<file path="src/rtl/param_updown_counter.sv">
// param_updown_counter: parametrised modulo-MODULUS up/down counter with
// enable prescaler, registered terminal-count pulse and sticky overflow.
//
// Optional feature macro: PCNT_SAT_EN
//   defined   -> mode=1 saturates at the boundary, mode=0 wraps
//   undefined -> mode is ignored, the counter always wraps
//
// Parameters:
//   WIDTH    counter width, 2..32
//   MODULUS  count range 0..MODULUS-1, 2..2^WIDTH
//   PRESCALE enabled cycles per count tick, 1..256
//
// Ports:
//   clock      in   rising-edge clock
//   reset      in   synchronous active-high reset
//   load       in   load data_in (clamped to MODULUS-1)
//   data_in    in   load value
//   enable     in   advances the prescaler
//   up_down    in   1 = up, 0 = down
//   mode       in   0 = wrap, 1 = saturate (PCNT_SAT_EN only)
//   clr_flag   in   clears sticky_ovf
//   count      out  registered count
//   tc         out  registered one-cycle boundary pulse
//   sticky_ovf out  set on a boundary tick, held until cleared

module param_updown_counter #(
    parameter int unsigned     WIDTH    = 8,
    parameter longint unsigned MODULUS  = 256,
    parameter int unsigned     PRESCALE = 1
) (
    input  logic             clock,
    input  logic             reset,
    input  logic             load,
    input  logic [WIDTH-1:0] data_in,
    input  logic             enable,
    input  logic             up_down,
    input  logic             mode,
    input  logic             clr_flag,
    output logic [WIDTH-1:0] count,
    output logic             tc,
    output logic             sticky_ovf
);

    localparam int unsigned PW =
        (PRESCALE > 1) ? $clog2(PRESCALE) : 1;

    // Top count value; comparing against it avoids a
    // WIDTH+1 bit constant when MODULUS == 2^WIDTH.
    localparam logic [WIDTH-1:0] MAX_CNT =
        WIDTH'(MODULUS - 1);

    localparam logic [PW-1:0] PRE_MAX =
        PW'(PRESCALE - 1);

    logic [WIDTH-1:0] count_q;
    logic [WIDTH-1:0] count_d;
    logic [PW-1:0]    pre_q;
    logic [PW-1:0]    pre_d;
    logic             tc_q;
    logic             tc_d;
    logic             ovf_q;
    logic             ovf_d;

    logic             tick;
    logic             boundary;
    logic             sat;

`ifdef PCNT_SAT_EN
    assign sat = mode;
`else
    // Wrap only; mode is kept in the port list for
    // drop-in compatibility but has no function here.
    logic mode_unused;
    assign mode_unused = mode;
    assign sat         = 1'b0;
`endif

    // With PRESCALE == 1, PRE_MAX is 0 and pre never
    // leaves 0, so every enabled cycle is a tick.
    assign tick = enable && (pre_q == PRE_MAX);

    assign boundary = up_down ? (count_q == MAX_CNT)
                              : (count_q == '0);

    always_comb begin
        count_d = count_q;
        pre_d   = pre_q;
        tc_d    = 1'b0;
        ovf_d   = ovf_q & ~clr_flag;

        if (load) begin
            // Out-of-range load values clamp to the top.
            count_d = (data_in > MAX_CNT) ? MAX_CNT
                                          : data_in;
            pre_d   = '0;
        end else begin
            if (enable) begin
                pre_d = tick ? '0 : pre_q + 1'b1;
            end
            if (tick) begin
                if (boundary) begin
                    // Set beats a same-cycle clear.
                    tc_d  = 1'b1;
                    ovf_d = 1'b1;
                    if (!sat) begin
                        count_d = up_down ? '0 : MAX_CNT;
                    end
                end else if (up_down) begin
                    count_d = count_q + 1'b1;
                end else begin
                    count_d = count_q - 1'b1;
                end
            end
        end
    end

    always_ff @(posedge clock) begin
        if (reset) begin
            count_q <= '0;
            pre_q   <= '0;
            tc_q    <= 1'b0;
            ovf_q   <= 1'b0;
        end else begin
            count_q <= count_d;
            pre_q   <= pre_d;
            tc_q    <= tc_d;
            ovf_q   <= ovf_d;
        end
    end

    assign count      = count_q;
    assign tc         = tc_q;
    assign sticky_ovf = ovf_q;

endmodule

</file>
<file path="config.mk">
export PLATFORM = sky130hd
export DESIGN_NAME = param_updown_counter
export DESIGN_NICKNAME = d
export VERILOG_FILES = /design/src/rtl/param_updown_counter.sv
export SDC_FILE = /design/constraint.sdc
export NUM_CORES = 1
export LEC_CHECK = 0
export ABC_CLOCK_PERIOD_IN_PS = 1900
export CAP_MARGIN = 20
export CORE_ASPECT_RATIO = 1.4
export CORE_MARGIN = 1
export CORE_UTILIZATION = 41
export DETAILED_ROUTE_END_ITERATION = 8
export PLACE_DENSITY = 0.76
export SLEW_MARGIN = 40
export SYNTH_ARGS = -nofsm -noshare
export SYNTH_HDL_FRONTEND = slang
export SYNTH_SLANG_ARGS = --single-unit
</file>
<file path="constraint.sdc">
create_clock -name clock -period 1.9 [get_ports clock]
set_clock_uncertainty 0.2 [all_clocks]
set_input_delay 0.38 -clock clock [delete_from_list [all_inputs] [get_ports clock]]
set_output_delay 0.38 -clock clock [all_outputs]
set_load 0.005 [all_outputs]
</file>
==> metrics.cfg <==
[yosys]
yosys_most_used_dff = dfxtp_1
syn_area_per_cell_sq_um = 7.59
yosys-top-cells-area = dfxtp_1 (27%), nor2_1 (11%), ha_1 (9.2%)
yosys.area.top_type_share = 0.271
ys_seq_area_frac = 0.271
synth_top_area_cell = dfxtp_1
synth-seq-cells = 11
ys_async_sr_fraction = 0
netlist-cell-type-count = 32
yosys_warnings = 0
synth-edff-count = 0
syn_area_sq_um = 812
synth_common_cells = nor2_1 (23), a21oi_1 (14), dfxtp_1 (11)
syn-num-nets = 129
syn-instance-count = 107
yosysMostFrequentCell = nor2_1

[placement]
pre_cts_ws_ns = -0.790
place_congestion = 0.854
place_inst = 168
port_buffers = 23
dpl.hpwl_um = 1870

[sta]
slew_headroom = 0.794
hold_slack_ns = 0.284
maxSlewViolCount = 0
grt_setup_unrepaired = yes
hold_violations = 0
fin_ws_ns = 0.0457
setup_viol = 0
finalSetupTns_ns = 0
fmax_mhz = 539
period_share = 0.976
worst_pin_slew_ns = 0.306
period_minus_slack_ns = 1.85

[pwr]
power_density_nw_per_um2 = 562
total_leakage_power_nw = 0.554
finalPower_mw = 0.769
ir_worst_vdd_v = 0.000450

[final_layout]
drive_gt1_frac = 0.338
fill_cells = 151
final_net_count = 177
seqCellArea_sq_um = 230
multi_input_area_sq_um = 647
stdcell_count = 174
n_antenna_cell = 0
area_growth_pct = 68.4

[critical_path]
reg2reg_to = count[6]
setup.worst_path.start = count[1]
crit_family = compound AO/OA/AOI/OAI gates
worstSetupStartpointType = flop
max_stage_delay_ns = 0.43
critPathKind = reg -> reg
worst_path_max_delay_cell = fa_2
crit_end = count[6]
worst_r2r_path_depth = 6
end_kind = flop
crit_chain = fa_2, a211oi_2, o21ai_1, a21o_1, a31oi_1, nor3_1
cp.required_ns = 1.86
cp_num_cells = 6
arrival_ns = 1.81
cp.buffers_inverters = 0
crit_fanout = 4
reg2reg_from = count[1]
ff2ff_setup_slack_ns = 0.05

[global_route]
grt_pass1_wl_um = 3910
grt-ovfl-total = 0
grt_max_degree = 19
grt_antenna_before_repair = 0
grt_pass1_vias = 960
grtUsageTotal = 0.261

[die]
die_h_um = 54.7
fp-row-count = 18
core_sq_um = 1800
start_util = 0.451
ios = 25
die_w_um = 39.6
dieArea_sq_um = 2160

[routing]
firstDrtPassIters = 4
drc = 0
antenna_left = 0
wl_per_cell_um = 14.0
via_per_inst = 5.71
num_vias = 993
finalWirelength_um = 2440
drtIter0Drc = 19

[flow_run]
drv_cap = 0

[clock_tree]
cts_buffers = 3
clock_latency_ns = 0.27
clk_path_buf_depth = 2
clockRootBuffer = clkbuf_4
postCtsHoldBufs = 0
clkTransAtPathRegs_ns = 0.08
clock-sinks = 11
htree_levels = 1
cts_tree = built

[hold_path]
hp-class = reg -> reg

[status]
status = finished clean

## cell type report
class | instances | share of cell area
well taps | 20 | 0.0183
flip-flops and latches | 11 | 0.168
repair buffers | 47 | 0.313
multi-input cells | 90 | 0.473
clock buffers | 4 | 0.0192
inverters | 2 | 0.00823
## what timing repair did
item | 4_1_cts | 5_1_grt
setup buffers | 2 | 0
endpoints found under the setup margin | 10 | 6
pin swaps | 11 | 4
resized for setup | 11 | 8
hold endpoints to repair | 0 | 0
## per-stage QoR
step                      utilization  instance area (sq um)
after floorplan                     -                    853
after global placement          0.698                   1260
after detailed placement        0.698                   1260
after CTS                       0.739                   1330
after global routing            0.759                   1370
final                           0.759                   1370
## cells by family (layout without fill, tap and decap cells)
group	after synthesis	in the layout	synth area share
AO/OA/AOI/OAI	33	33	0.265
XOR/XNOR	4	4	0.0432
adder cells (fa/ha/maj)	7	7	0.117
buffers and inverters	6	53	0.0293
flip-flops	11	11	0.271
AND/OR/NAND/NOR	46	46	0.274
## flip-flops by register name, indices dropped and copies added (netlist names)
| signal | flops |
|---|---|
| count | 8 |
| pre_q | 1 |
| sticky_ovf | 1 |
| tc | 1 |
## where the power goes
group	total (mW)	switching (mW)	internal, mW
registers	0.266	0.0188	0.247
clock network	0.168	0.0865	0.0814
logic	0.335	0.143	0.192
## layer usage
layer | share of wire | vias to the layer above | GRT usage
met5 | 0 | - | 0
met4 | 0.020 | 0 | 0.126
met3 | 0.053 | 7 | 0.0244
met2 | 0.51 | 40 | 0.462
met1 | 0.41 | 458 | 0.303
li1 | - | 488 | -
## worst reg2reg max path, delay by kind of cell (launching register included)
family,cells,cell delay [ns]
fa+ha+maj,1,0.43
compound gates,4,0.66
flops,1,0.38
simple gates,1,0.08
## how the worst min path moves through the flow
stage / start / endpoint / slack [ns] / depth (start not counted)
5_1_grt: pre_q / pre_q / 0.31 / 1
3_3_place_gp: pre_q / pre_q / 0.27 / 1
2_1_floorplan: enable / pre_q / 0.26 / 1
6_report: pre_q / pre_q / 0.28 / 1
4_1_cts: pre_q / pre_q / 0.29 / 1
3_5_place_dp: pre_q / pre_q / 0.28 / 1
## placed cells by master, fill, tap and decap left out, drive strengths merged
cell type | synthesis | final
buf | 1 | 25
nor2 | 23 | 23
clkdlybuf4s50 | 0 | 22
a21oi | 15 | 15
dfxtp | 11 | 11
nor3 | 7 | 7
ha | 6 | 6
a211oi | 4 | 4
a21o | 4 | 4
clkbuf | 3 | 4
o21ai | 4 | 4
nand3 | 3 | 3
xnor2 | 3 | 3
or2 | 3 | 3
a31oi | 3 | 3
nand2 | 2 | 2
nand4 | 2 | 2
clkinvlp | 0 | 1
nor2b | 1 | 1
xor2 | 1 | 1
nor4 | 1 | 1
nand3b | 1 | 1
and3 | 1 | 1
o21bai | 1 | 1
a221oi | 1 | 1
nor4b | 1 | 1
inv | 2 | 1
a211o | 1 | 1
nand2b | 1 | 1
fa | 1 | 1
(Power assumes the default switching activity.)
